<file path="config.mk">
export PLATFORM = sky130hd
export DESIGN_NAME = crc4_tx_flat
export DESIGN_NICKNAME = d
export VERILOG_FILES = /design/src/rtl/crc4_pkg.sv /design/src/rtl/crc4_tx_if.sv /design/src/rtl/crc4_lfsr.sv /design/src/rtl/crc4_tx.sv /design/src/flat_wrapper.sv
export SDC_FILE = /design/constraint.sdc
export NUM_CORES = 1
export LEC_CHECK = 0
export ABC_AREA = 1
export BUFFER_PORTS_ARGS = -buffer_cell sky130_fd_sc_hd__buf_2
export CAP_MARGIN = 20
export CORE_UTILIZATION = 40
export CTS_CLUSTER_SIZE = 12
export DETAILED_ROUTE_END_ITERATION = 16
export PLACE_DENSITY = 0.59
export SYNTH_ARGS = -nofsm -noshare
export SYNTH_HDL_FRONTEND = slang
export SYNTH_SLANG_ARGS = --single-unit
</file>
<file path="constraint.sdc">
create_clock -name clk -period 1.85 [get_ports clk]
set_input_delay 0.555 -clock clk [delete_from_list [all_inputs] [get_ports clk]]
set_output_delay 0.555 -clock clk [all_outputs]
set_load 0.02 [all_outputs]
</file>
<file path="src/rtl/crc4_pkg.sv">
// Shared CRC-4 definitions for the serial signature path, g(x) = x^4 + x + 1.
// crc4_step is the single-bit Galois update used by both transmitter and receiver.
package crc4_pkg;

    localparam int CRC_W = 4;
    localparam logic [CRC_W-1:0] POLY = 4'b0011;

    typedef enum logic [1:0] {
        IDLE = 2'd0,
        DATA = 2'd1,
        CRC  = 2'd2
    } state_t;

    function automatic logic [CRC_W-1:0] crc4_step(input logic [CRC_W-1:0] r, input logic d);
        logic fb;
        fb = d ^ r[CRC_W-1];
        return {r[CRC_W-2:0], 1'b0} ^ (fb ? POLY : '0);
    endfunction

endpackage

</file>
<file path="src/rtl/crc4_tx_if.sv">
// Frame request and serial output bundle of the CRC-4 transmitter.
interface crc4_tx_if #(
    parameter int DATA_W = 8
);
    logic              start;
    logic [DATA_W-1:0] data;
    logic              busy;
    logic              so;
    logic              so_vld;
    logic              sof;
    logic              eof;
    logic [3:0]        crc;

    modport master (
        output start, data,
        input  busy, so, so_vld, sof, eof, crc
    );

    modport slave (
        input  start, data,
        output busy, so, so_vld, sof, eof, crc
    );
endinterface

</file>
<file path="src/rtl/crc4_lfsr.sv">
// Premultiplied 4-bit Galois CRC register; in shift mode it drains the remainder MSB-first.
module crc4_lfsr
    import crc4_pkg::*;
(
    input  logic             clk,
    input  logic             rst_b,
    input  logic             clr,
    input  logic             en,
    input  logic             shift,
    input  logic             d,
    output logic [CRC_W-1:0] q
);

    always_ff @(posedge clk or negedge rst_b) begin
        if (!rst_b) begin
            q <= '0;
        end else if (clr) begin
            q <= '0;
        end else if (en) begin
            q <= shift ? {q[CRC_W-2:0], 1'b0} : crc4_step(q, d);
        end
    end

endmodule

</file>
<file path="src/rtl/crc4_tx.sv">
// Serial CRC-4 frame transmitter: DATA_W payload bits MSB-first followed by the 4-bit remainder.
//   state | meaning
//   IDLE  | waiting for start; loads payload, clears remainder and counter
//   DATA  | shifting payload out while folding each bit into the remainder
//   CRC   | shifting the 4 remainder bits out, eof on the last one
module crc4_tx
    import crc4_pkg::*;
#(
    parameter int DATA_W = 8
) (
    input  logic       clk,
    input  logic       rst_b,
    crc4_tx_if.slave   bus
);

    // The same counter also paces the 4 CRC cycles, so it needs at least 2 bits.
    localparam int CNT_W = ($clog2(DATA_W + 1) > 2) ? $clog2(DATA_W + 1) : 2;

    state_t            state, state_nxt;
    logic [DATA_W-1:0] shift;
    logic [CNT_W-1:0]  cnt;
    logic [CRC_W-1:0]  r;
    logic              data_last;
    logic              crc_last;
    logic              lfsr_clr;
    logic              lfsr_en;
    logic              lfsr_shift;

    assign data_last = (cnt == CNT_W'(DATA_W - 1));
    assign crc_last  = (cnt == CNT_W'(CRC_W - 1));
    assign bus.crc   = r;

    always_ff @(posedge clk or negedge rst_b) begin
        if (!rst_b) begin
            state <= IDLE;
        end else begin
            state <= state_nxt;
        end
    end

    always_comb begin
        state_nxt = state;
        case (state)
            IDLE:    if (bus.start) state_nxt = DATA;
            DATA:    if (data_last) state_nxt = CRC;
            CRC:     if (crc_last)  state_nxt = IDLE;
            default: state_nxt = IDLE;
        endcase
    end

    always_comb begin
        bus.busy   = 1'b0;
        bus.so     = 1'b0;
        bus.so_vld = 1'b0;
        bus.sof    = 1'b0;
        bus.eof    = 1'b0;
        lfsr_clr   = 1'b0;
        lfsr_en    = 1'b0;
        lfsr_shift = 1'b0;
        case (state)
            IDLE: begin
                lfsr_clr = bus.start;
            end
            DATA: begin
                bus.busy   = 1'b1;
                bus.so     = shift[DATA_W-1];
                bus.so_vld = 1'b1;
                bus.sof    = (cnt == '0);
                lfsr_en    = 1'b1;
            end
            CRC: begin
                bus.busy   = 1'b1;
                bus.so     = r[CRC_W-1];
                bus.so_vld = 1'b1;
                bus.eof    = crc_last;
                lfsr_en    = 1'b1;
                lfsr_shift = 1'b1;
            end
            default: ;
        endcase
    end

    always_ff @(posedge clk or negedge rst_b) begin
        if (!rst_b) begin
            shift <= '0;
            cnt   <= '0;
        end else begin
            case (state)
                IDLE: begin
                    if (bus.start) begin
                        shift <= bus.data;
                        cnt   <= '0;
                    end
                end
                DATA: begin
                    shift <= shift << 1;
                    cnt   <= data_last ? '0 : cnt + CNT_W'(1);
                end
                CRC: begin
                    cnt   <= crc_last ? '0 : cnt + CNT_W'(1);
                end
                default: ;
            endcase
        end
    end

    crc4_lfsr u_lfsr (
        .clk   (clk),
        .rst_b (rst_b),
        .clr   (lfsr_clr),
        .en    (lfsr_en),
        .shift (lfsr_shift),
        .d     (shift[DATA_W-1]),
        .q     (r)
    );

endmodule

</file>
<file path="src/flat_wrapper.sv">
// flat-port wrapper written by rule: the top's interface ports become plain ports
module crc4_tx_flat import crc4_pkg::*;
#(
    parameter int DATA_W = 8
)
  (clk, rst_b, bus_start, bus_data, bus_busy, bus_so, bus_so_vld, bus_sof, bus_eof, bus_crc);
  crc4_tx_if #(.DATA_W(DATA_W)) bus_i ();
  input  logic clk;
  input  logic rst_b;
  input wire logic [$bits(bus_i.start)-1:0] bus_start;
  input wire logic [$bits(bus_i.data)-1:0] bus_data;
  output wire logic [$bits(bus_i.busy)-1:0] bus_busy;
  output wire logic [$bits(bus_i.so)-1:0] bus_so;
  output wire logic [$bits(bus_i.so_vld)-1:0] bus_so_vld;
  output wire logic [$bits(bus_i.sof)-1:0] bus_sof;
  output wire logic [$bits(bus_i.eof)-1:0] bus_eof;
  output wire logic [$bits(bus_i.crc)-1:0] bus_crc;
  assign bus_i.start = bus_start;
  assign bus_i.data = bus_data;
  assign bus_busy = bus_i.busy;
  assign bus_so = bus_i.so;
  assign bus_so_vld = bus_i.so_vld;
  assign bus_sof = bus_i.sof;
  assign bus_eof = bus_i.eof;
  assign bus_crc = bus_i.crc;
  crc4_tx #(.DATA_W(DATA_W)) u_core (.clk(clk), .rst_b(rst_b), .bus(bus_i));
endmodule
</file>
* Word level (Yosys, flattened, before mapping)
Index checks and enable logic that the tools add are counted.
Storage, ports and cells: register bits 18, latch bits 0, bits in writable memories 0, ROM bits 0, bits of input ports 11, logic and storage cells 43, memories kept 0
Operators by class: add/subtract/negate cells 1, $mul 0, div/mod/pow operators 0, $lt $le $gt $ge 0, equality and inequality tests 7, shifts and indexed selects 0, muxes and demuxes 20, bitwise operators 2, reductions and logical operators 9
Operators with widths (count):
- 2-to-1 mux 4 bit | 6
- case mux 8 bit (2 select lines) | 1
- case mux 4 bit (3 select lines) | 1
- 2-to-1 mux 2 bit | 4
- 2-to-1 mux 8 bit | 1
- case mux 2 bit (3 select lines) | 1
- 2-to-1 mux 1 bit | 5
- adder 4 x 1 -> 4 bit (second input constant) | 1
- equality test 4 x 2 -> 1 bit (second input constant) | 1
- equality test 4 x 3 -> 1 bit (second input constant) | 1
- logical NOT 4 bit | 1
- != test 2 x 1 -> 1 bit (second input constant) | 2
- AND reduction 2 bit | 2
- nonzero test 2 bit | 2
- bitwise XOR 4 x 2 -> 4 bit | 1
- AND reduction 3 bit | 1
- nonzero test 3 bit | 1
- equality test 2 x 1 -> 1 bit (second input constant) | 1
- equality test 2 bit (second input constant) | 1
- logical NOT 2 bit | 1
- != test 2 bit (second input constant) | 1
- case mux 1 bit (2 select lines) | 1
- OR reduction 2 bit | 1
- bitwise XOR 1 bit | 1

* Longest topological paths before layout
Gate-level depths: netlist (run 1).
depth after elaboration 6, mapped depth 8

* Modules after synthesis
Synthesis (run 1) repeated with hierarchy kept, for this count alone.
Second synthesis, totals: cell total of the unflattened synthesis 131, area total of the unflattened synthesis 1023.5 µm²
By module, submodules not included:
- crc4_tx | instances 1, cells an instance 105, area an instance 820.8 µm², sequential area each 350.3 µm²
- crc4_lfsr | instances 1, cells an instance 26, area an instance 202.7 µm², sequential area each 100.1 µm²

* Worst setup path after synthesis (run 1)
No wires, ideal clock.
path kind flip-flop to output port, start register u_core.state[0], end output port bus_so, data arrival time 1337 ps, data required time 1295 ps, path slack -42 ps, cell stages (with the launch flop) 5, cell sequence dfrtp_1 -> inv_1 -> ha_1 -> inv_1 -> a21oi_1
Between the ends: word-level cells in the longest chain between the ends 2, elaborated cells on any way between the ends 3
Ends and longest elaborated chain:
- start, declared | line crc4_tx.sv:19 | state_t state, state_nxt;
- start signal, assigned | line crc4_tx.sv:37 | state <= state_nxt;
- equality test 2 bit or equality test 2 x 1 -> 1 bit (tied branches) | line crc4_tx.sv:60 | case (state)
- case mux 1 bit (2 select lines) (*) | line crc4_tx.sv:60
- end, declared | line flat_wrapper.sv:13 | output wire logic [$bits(bus_i.so)-1:0] bus_so;
Every way passes the cells marked *; elsewhere a longest branch is shown, timed or not.

* Worst setup path in the final report (run 1)
start register u_core.state[1], end output port bus_so
Same word-level chain as after synthesis.

==> flow_metrics.env, run 1 <==
export IMPL_tightestPinTransition_ps=415
export IMPL_cp_required_ps=1290
export IMPL_antenna_found_initial=0
export IMPL_ys_ff_latch=18
export IMPL_fin_skew_ps=0.708
export IMPL_synth_top_family_by_area="simple AND/OR/NAND/NOR gates"
export IMPL_relSlewSlack=0.723
export IMPL_root_buffer="clkbuf_4"
export IMPL_overflow=0
export IMPL_layout_drive_gt1_share=0.325
export IMPL_syn_num_nets=151
export IMPL_preCtsSetupSlack_ps=116
export IMPL_worstSkewPairLatency_ps=290
export IMPL_die_height_um=52.5
export IMPL_numCtsBuffers=3
export IMPL_p_leak_nw=0.698
export IMPL_place_congestion=0.806
export IMPL_cp_data_arrival_time_ps=1350
export IMPL_ys_warn_count=0
export IMPL_synthMuxAreaShare=0
export IMPL_grt_pass1_vias=846
export IMPL_areaGrowthSynthToFinish_pct=32.9
export IMPL_portBuffers=19
export IMPL_outcome="complete, but fails checks"
export IMPL_max_cap_violations=0
export IMPL_start_kind="flop"
export IMPL_syn_inst=133
export IMPL_syn_cell_area_mm2=0.00102
export IMPL_grtUsageTotal=0.184
export IMPL_synth_xor_area_share=0.00859
export IMPL_synth_compound_area_frac=0.124
export IMPL_hold_buffers=0
export IMPL_critPathMaxFanout=3
export IMPL_vias_per_cell=4.74
export IMPL_drt_iter0_drc=23
export IMPL_drc_errors=0
export IMPL_start_util=0.444
export IMPL_wl_um=2250
export IMPL_rr_startpoint="u_core.state[1]$_DFFE_PN0P_"
export IMPL_powerDensity_mw_per_mm2=1830
export IMPL_drv_slew=0
export IMPL_path_clk_slew_ps=110
export IMPL_n_antenna_cell=0
export IMPL_end_kind="primary output"
export IMPL_fmax_mhz=524
export IMPL_clock_sinks=18
export IMPL_ir_drop_uv=1120
export IMPL_yosysSeqAreaShare=0.442
export IMPL_fin_hold_ws_ps=177
export IMPL_finish_utilization=0.590
export IMPL_grt_pass1_wl_um=3660
export IMPL_fin_area_mm2=0.00136
export IMPL_dieWidth_um=52.5
export IMPL_grt_max_degree=19
export IMPL_final_hold_violation_count=0
export IMPL_core_area_mm2=0.00230
export IMPL_htree_num_levels=1
export IMPL_tns_ps=-121
export IMPL_synth_cell_types=19
export IMPL_critPathKind="reg2out"
export IMPL_dr_pass1_iters=4
export IMPL_setup_violations_final=3
export IMPL_fin_crit_sh=1.03
export IMPL_r2r_end="u_core.shift[6]$_DFFE_PN0P_"
export IMPL_final_antenna_net_count=0
export IMPL_dpl_hpwl_um=1470
export IMPL_r2r_cells=9
export IMPL_synth_avg_cell_area_um2=7.67
export IMPL_clock_path_buffers=2
export IMPL_rsz0062_at_grt="true"
export IMPL_place_area_mm2=0.00115
export IMPL_hold_path_class="in2async"
export IMPL_fin_crit_ps=1910
export IMPL_fp_dieArea_mm2=0.00276
export IMPL_io_pins=20
export IMPL_routedWlPerCell_um=11.4
export IMPL_fin_ws_ps=-58.5
export IMPL_rows=17
export IMPL_nNetsFinal=188
export IMPL_violations="setup timing"
export IMPL_route_vias_total=933
export IMPL_synthAdderAreaFrac=0.0859
export IMPL_cts_tree="built"
export IMPL_yosys_area_share_simple=0.243
export IMPL_r2r_slack_ps=230
## repair_timing
action	CTS	global route
pin swaps	3	5
gates resized for setup	14	6
buffers inserted	9	5
endpoints found under the setup margin	5	5
## placed cells by master (no fill, tap or decap), drive strengths merged
cell type  synthesis  layout
buf                3      36
o22ai              2       2
nor2              13      13
a31oi              7       7
nand3              7       7
clkbuf             1       4
nand2             43      43
ha                 7       7
dfrtp             18      18
inv               19      19
a21oi              4       4
o21ai              8       8
xor2               1       1
## how the worst max path moves through the flow
stage                           startpoint      to  slack, ps  cells after the start
6_report       u_core.state[1]$_DFFE_PN0P_  bus_so        -60                      5
5_1_grt        u_core.state[1]$_DFFE_PN0P_  bus_so       -120                      5
3_3_place_gp   u_core.state[0]$_DFFE_PN0P_  bus_so        160                      5
2_1_floorplan  u_core.state[0]$_DFFE_PN0P_  bus_so         70                      4
4_1_cts        u_core.state[1]$_DFFE_PN0P_  bus_so        -50                      5
3_5_place_dp   u_core.state[0]$_DFFE_PN0P_  bus_so        120                      5
## layout make-up
| class | instances | area, µm² |
|---|---|---|
| flip-flops and latches | 18 | 450 |
| repair buffers | 36 | 243 |
| fillers | 213 | 942 |
| clock buffers | 4 | 36.3 |
| well taps | 28 | 35.0 |
| multi-input cells | 92 | 517 |
| inverters | 19 | 73.8 |
## stage by stage
step           instances  power (W)
6_report             197    0.00248
3_3_place_gp         179    0.00181
4_1_cts              192    0.00238
2_1_floorplan        133    0.00155
3_5_place_dp         179    0.00182
5_1_grt              197    0.00271
## routing by layer
| layer | track usage | up-vias | share of wire |
|---|---|---|---|
| li1 | - | 490 | - |
| met1 | 0.225 | 417 | 0.47 |
| met2 | 0.316 | 24 | 0.47 |
| met3 | 0.0638 | 2 | 0.052 |
| met4 | 0.0263 | 0 | 0.0062 |
| met5 | 0 | - | 0 |
## power by group
| group | total [W] | internal [W] | switching (W) |
|---|---|---|---|
| Sequential | 0.000657 | 0.000554 | 0.000104 |
| Clock | 0.000245 | 0.000120 | 0.000125 |
| Combinational | 0.00157 | 0.000713 | 0.000861 |
## sequential cells by signal (all words and copies together) (netlist names)
signal and count:
u_core.cnt 4, u_core.state 2, u_core.u_lfsr.q 4, u_core.shift 8
## worst max-delay path, cell delays in order (launching register included)
cell and delay, ps:
dfrtp_1 400, inv_2 90, ha_4 300, inv_4 30, a21oi_2 90, buf_4 150
## synthesized netlist by cell type (all sizes together)
cell    instances  area, µm²
nand2          43        161
a31oi           7       50.1
dfrtp          18        450
a21oi           4       20.0
clkbuf          1       3.75
nand3           7       35.0
o21ai           8       43.8
buf             3       23.8
inv            19       71.3
nor2           13       51.3
o22ai           2       12.5
ha              7       87.6
xor2            1       8.76
## logic make-up (layout without fill, tap and decap cells)
family | count (synthesis) | after routing
xor gates and xnor gates | 1 | 1
and+or+nand+nor | 63 | 63
AOI/OAI and AO/OA | 21 | 21
buffers and inverters | 23 | 59
adders and majority gates | 7 | 7
DFF | 18 | 18
(Power assumes the default switching activity.)
==> inputs of run 2 (changes only) <==
--- a/config.mk
+++ b/config.mk
@@ -11,7 +11,7 @@
 export CORE_UTILIZATION = 40
 export CTS_CLUSTER_SIZE = 12
 export DETAILED_ROUTE_END_ITERATION = 16
-export PLACE_DENSITY = 0.59
+export PLACE_DENSITY = 0.6
 export SYNTH_ARGS = -nofsm -noshare
 export SYNTH_HDL_FRONTEND = slang
 export SYNTH_SLANG_ARGS = --single-unit
==> run 2 against run 1 <==
Effect of this change: the run still ends with setup timing left; utilization decreased by 0.27 points; die area unchanged; wire length increased by 1.6%; global-route usage increased by 0.97 points; power decreased by 1.7%; worst hold slack got worse by 2.2 ps; via count decreased by 0.86%; worst setup slack got worse by 4.9 ps; cell area decreased by 0.46%; largest cell class unchanged.
==> flow_metrics.env, run 2 (synthesized netlist as in run 1, its figures left out) <==
export IMPL_outcome="complete, but fails checks"
export IMPL_violations="setup timing"
export IMPL_drc_errors=0
export IMPL_overflow=0
export IMPL_die_height_um=52.5
export IMPL_fin_ws_ps=-63.4
export IMPL_powerDensity_mw_per_mm2=1810
export IMPL_final_cell_mix="nand2_1, dfrtp_1, buf_2"
export IMPL_tightestPinTransition_ps=413
export IMPL_clock_sinks=18
export IMPL_start_kind="flop"
export IMPL_wl_um=2290
export IMPL_dpl_hpwl_um=1560
export IMPL_place_congestion=0.841
export IMPL_antenna_found_initial=0
export IMPL_dr_pass1_iters=4
export IMPL_cp_required_ps=1290
export IMPL_fin_crit_ps=1910
export IMPL_fp_dieArea_mm2=0.00276
export IMPL_fin_skew_ps=2.62
export IMPL_end_kind="primary output"
export IMPL_n_antenna_cell=0
export IMPL_p_leak_nw=0.668
export IMPL_path_cells="inv_2 -> ha_4 -> inv_4 -> a21oi_2 -> buf_4"
export IMPL_fin_crit_sh=1.03
export IMPL_worstSetupEndpoint="bus_so"
export IMPL_grt_max_degree=19
export IMPL_cp_depth=5
export IMPL_max_stage_delay_ps=420
export IMPL_setup_violations_final=3
export IMPL_grt_pass1_wl_um=3830
export IMPL_clock_path_buffers=2
export IMPL_tns_ps=-171
export IMPL_nNetsFinal=182
export IMPL_drt_iter0_drc=24
export IMPL_drv_slew=0
export IMPL_route_vias_total=925
export IMPL_final_common_cell="nand2_1"
export IMPL_dieWidth_um=52.5
export IMPL_numCtsBuffers=3
export IMPL_start_util=0.444
export IMPL_top_register="u_core.shift"
export IMPL_finalPower_w=0.00244
export IMPL_rr_startpoint="u_core.state[1]$_DFFE_PN0P_"
export IMPL_largestRegisters="u_core.shift x8, u_core.cnt x4, u_core.u_lfsr.q x4"
export IMPL_fin_hold_ws_ps=174
export IMPL_grtUsageTotal=0.194
export IMPL_core_area_mm2=0.00230
export IMPL_slowest_stage="dfrtp_1"
export IMPL_cp_startpoint="u_core.state[1]$_DFFE_PN0P_"
export IMPL_final_hold_violation_count=0
export IMPL_rows=17
export IMPL_layout_drive_gt1_share=0.350
export IMPL_fmax_mhz=523
export IMPL_finish_utilization=0.587
export IMPL_r2r_end="u_core.shift[1]$_DFFE_PN0P_"
export IMPL_relSlewSlack=0.724
export IMPL_root_buffer="clkbuf_4"
export IMPL_grt_pass1_vias=862
export IMPL_worstSkewPairLatency_ps=290
export IMPL_r2r_slack_ps=340
export IMPL_rsz0062_at_grt="true"
export IMPL_cts_tree="built"
export IMPL_routedWlPerCell_um=12.0
export IMPL_final_antenna_net_count=0
export IMPL_htree_num_levels=1
export IMPL_largest_reg_flops=8
export IMPL_critPathKind="reg2out"
export IMPL_max_cap_violations=0
export IMPL_portBuffers=19
export IMPL_cp_top_family="flip-flops"
export IMPL_io_pins=20
export IMPL_areaGrowthSynthToFinish_pct=32.3
export IMPL_r2r_cells=8
export IMPL_path_clk_slew_ps=110
export IMPL_cp_data_arrival_time_ps=1360
export IMPL_path_buf_inv=3
export IMPL_critPathMaxFanout=4
export IMPL_hold_path_class="in2async"
export IMPL_vias_per_cell=4.84
export IMPL_ir_drop_uv=792
## run 2: cell count changes in the layout (fill, tap and decap cells not counted), sizes merged
cell / before / now
buf: 36 / 30
## run 2: repair_timing
item | 4_1_cts | 5_1_grt
endpoints found under the setup margin | 5 | 5
pin swaps | 2 | 3
hold buffers | 0 | 0
resized for setup | 16 | 15
buffers inserted | 6 | 1
## run 2: layer usage
| metal | GRT usage | part of all wire | up-vias |
|---|---|---|---|
| li1 | - | - | 480 |
| met1 | 0.260 | 0.49 | 429 |
| met2 | 0.310 | 0.48 | 14 |
| met3 | 0.0261 | 0.026 | 2 |
| met4 | 0.0789 | 0.0074 | 0 |
| met5 | 0 | 0 | - |
## run 2: cell type report
cell class | instances | area (µm²)
well taps | 28 | 35.0
repair buffers | 30 | 201
fillers | 227 | 948
clock buffers | 4 | 36.3
flip-flops and latches | 18 | 453
multi-input cells | 92 | 549
inverters | 19 | 73.8
## run 2: worst min-delay path by stage
| stage | startpoint | end | slack, ps | depth (start not counted) |
|---|---|---|---|---|
| floorplan | rst_b | u_core.cnt[0]$_DFFE_PN0P_ | 260 | 0 |
| global placement | u_core.u_lfsr.q[1]$_DFFE_PN0P_ | u_core.u_lfsr.q[1]$_DFFE_PN0P_ | 490 | 2 |
| detailed placement | u_core.u_lfsr.q[1]$_DFFE_PN0P_ | u_core.u_lfsr.q[1]$_DFFE_PN0P_ | 500 | 2 |
| CTS | rst_b | u_core.cnt[2]$_DFFE_PN0P_ | 180 | 1 |
| global route | rst_b | u_core.cnt[2]$_DFFE_PN0P_ | 190 | 1 |
| finish | rst_b | u_core.cnt[2]$_DFFE_PN0P_ | 170 | 1 |
## run 2: through the flow
stage	setup slack (ps)	cells	instance area [µm²]
global placement	189	180	1160
finish	-63.4	191	1350
global route	-139	191	1350
floorplan	71.6	133	1020
detailed placement	137	180	1160
CTS	-67.9	190	1300
## run 2: worst reg2reg max path, cell delays in order, from the launching register on
cell and delay (ps):
dfrtp_1 430, inv_2 130, ha_4 170, inv_2 40, buf_4 160, o21ai_2 110
buf_4 210, nor2_1 60, a31oi_1 140
## run 2: report_power, final
part           leakage (nW)  switching [W]  internal (W)  total (W)
sequential            0.220       0.000123      0.000555   0.000679
clock                0.0210       0.000126      0.000120   0.000246
combinational         0.427       0.000851      0.000659    0.00151
total                 0.668        0.00110       0.00133    0.00244
==> inputs of run 3 (changes only) <==
--- a/config.mk
+++ b/config.mk
@@ -12,6 +12,7 @@
 export CTS_CLUSTER_SIZE = 12
 export DETAILED_ROUTE_END_ITERATION = 16
 export PLACE_DENSITY = 0.6
+export SKIP_LAST_GASP = 1
 export SYNTH_ARGS = -nofsm -noshare
 export SYNTH_HDL_FRONTEND = slang
 export SYNTH_SLANG_ARGS = --single-unit
==> run 3 against run 2 <==
Effect of this change: the run still ends with setup timing left; clock-buffer cell count is the same; die area unchanged; global-route usage unchanged; critical endpoint unchanged; largest cell class unchanged; largest power group unchanged.
==> flow_metrics.env, run 3 (synthesized netlist as in run 1, its figures left out) <==
export IMPL_rsz0062_at_grt="true"
export IMPL_die_height_um=52.5
export IMPL_p_leak_nw=0.667
export IMPL_cp_data_arrival_time_ps=1360
export IMPL_start_kind="flop"
export IMPL_fin_crit_ps=1920
export IMPL_start_util=0.444
export IMPL_antenna_found_initial=0
export IMPL_clock_path_buffers=2
export IMPL_fp_dieArea_mm2=0.00276
export IMPL_worstSkewPairLatency_ps=290
export IMPL_critPathMaxFanout=4
export IMPL_finish_utilization=0.585
export IMPL_io_pins=20
export IMPL_grt_pass1_wl_um=3830
export IMPL_p_int_w=0.00133
export IMPL_cp_depth=5
export IMPL_final_hold_violation_count=0
export IMPL_max_cap_violations=0
export IMPL_largest_reg_flops=8
export IMPL_drv_slew=0
export IMPL_max_stage_delay_ps=430
export IMPL_switchingPower_w=0.00110
export IMPL_routedWlPerCell_um=11.9
export IMPL_grtUsageTotal=0.194
export IMPL_htree_num_levels=1
export IMPL_dpl_cell_count=180
export IMPL_power_frac_comb=0.620
export IMPL_clkPwrFrac=0.101
export IMPL_overflow=0
export IMPL_setup_violations_final=3
export IMPL_clock_sinks=18
export IMPL_cts_tree="built"
export IMPL_vias_per_cell=4.79
export IMPL_outcome="complete, but fails checks"
export IMPL_relSlewSlack=0.723
export IMPL_route_vias_total=914
export IMPL_largestRegisters="u_core.shift x8, u_core.cnt x4, u_core.u_lfsr.q x4"
export IMPL_fin_cells=191
export IMPL_violations="setup timing"
export IMPL_fin_area_mm2=0.00134
export IMPL_critPathKind="reg2out"
export IMPL_grt_max_degree=19
export IMPL_cp_top_family="flip-flops"
export IMPL_dpl_hpwl_um=1560
export IMPL_cp_required_ps=1290
export IMPL_ir_drop_uv=792
export IMPL_root_buffer="clkbuf_4"
export IMPL_grt_pass1_vias=862
export IMPL_final_common_cell="nand2_1"
export IMPL_seqPwrFrac=0.278
export IMPL_slowest_stage="dfrtp_1"
export IMPL_switching_share=0.452
export IMPL_tightestPinTransition_ps=415
export IMPL_hold_path_class="in2async"
export IMPL_final_cell_mix="nand2_1, dfrtp_1, buf_2"
export IMPL_ff_latch_area_um2=453
export IMPL_fin_skew_ps=2.38
export IMPL_drc_errors=0
export IMPL_numCtsBuffers=3
export IMPL_nNetsFinal=182
export IMPL_portBuffers=19
export IMPL_place_congestion=0.841
export IMPL_place_area_mm2=0.00116
export IMPL_fillers=225
export IMPL_path_buf_inv=2
export IMPL_n_antenna_cell=0
export IMPL_final_antenna_net_count=0
export IMPL_layout_drive_gt1_share=0.337
export IMPL_fin_ws_ps=-68.9
export IMPL_fin_crit_sh=1.04
export IMPL_path_cells="inv_2 -> ha_4 -> nand2_1 -> a21oi_2 -> buf_4"
export IMPL_rows=17
export IMPL_end_kind="primary output"
export IMPL_core_area_mm2=0.00230
export IMPL_r2r_cells=8
export IMPL_wl_um=2280
export IMPL_dieWidth_um=52.5
export IMPL_dr_pass1_iters=4
export IMPL_powerDensity_mw_per_mm2=1810
export IMPL_fmax_mhz=521
export IMPL_areaGrowthSynthToFinish_pct=31.8
export IMPL_path_clk_slew_ps=110
export IMPL_drt_iter0_drc=32
export IMPL_top_register="u_core.shift"
export IMPL_multi_input_area_um2=544
run 3: cell types whose count changed in the layout (fill, tap and decap cells not counted):
cell,previous run,this run
nor2_2,4,3
nand2_2,2,1
nand2_1,41,42
nor2_1,9,10
run 3: power by group through the flow:
stage,logic (W),clock network (W),registers (W)
2_1_floorplan,0.000855,0,0.000691
3_3_place_gp,0.00117,0,0.000661
3_5_place_dp,0.00118,0,0.000671
4_1_cts,0.00146,0.000259,0.000661
5_1_grt,0.00170,0.000275,0.000695
6_report,0.00151,0.000246,0.000676
run 3: worst register-to-register path: stages (launching register included):
cell,delay (ps)
dfrtp_1,430
inv_2,130
ha_4,160
inv_2,40
buf_4,160
o21ai_2,110
buf_4,210
nor2_1,60
a31oi_1,140
run 3: per-stage QoR:
stage | TNS [ps] | setup WS, ps | power (W) | hold WS (ps)
final | -176 | -68.9 | 0.00243 | 175
after global routing | -477 | -141 | 0.00267 | 192
after CTS | -188 | -67.9 | 0.00238 | 183
after detailed placement | 0 | 137 | 0.00185 | 498
after global placement | 0 | 189 | 0.00183 | 488
after floorplan | 0 | 71.6 | 0.00155 | 259
run 3: metal layers:
metal,GRT usage,part of all wire
met5,0,0
met4,0.0789,0.0075
met3,0.0261,0.028
met2,0.310,0.47
met1,0.260,0.49
run 3: area by class of cell:
type	instances	share of cell area
multi-input cells	92	0.405
flip-flops and latches	18	0.337
repair buffers	30	0.150
inverters	19	0.0549
clock buffers	4	0.0270
well taps	28	0.0261
run 3: repair_timing:
item                       CTS  global route
setup endpoints to repair    5             5
hold buffers                 0             0
buffers inserted             6             1
gates resized for setup     16            13
pin swaps                    2             3
run 3: worst paths after layout:
check,slack (ps),from,to
worst max-delay path,-70,u_core.state[1]$_DFFE_PN0P_,bus_so
worst min-delay path,180,rst_b,u_core.cnt[0]$_DFFE_PN0P_
worst max register to register,350,u_core.state[1]$_DFFE_PN0P_,u_core.shift[1]$_DFFE_PN0P_
worst min register to register,520,u_core.u_lfsr.q[1]$_DFFE_PN0P_,u_core.u_lfsr.q[1]$_DFFE_PN0P_
max in group asynchronous,1360,rst_b,u_core.cnt[1]$_DFFE_PN0P_
min in group clk,500,bus_data[0],u_core.shift[0]$_DFFE_PN0P_
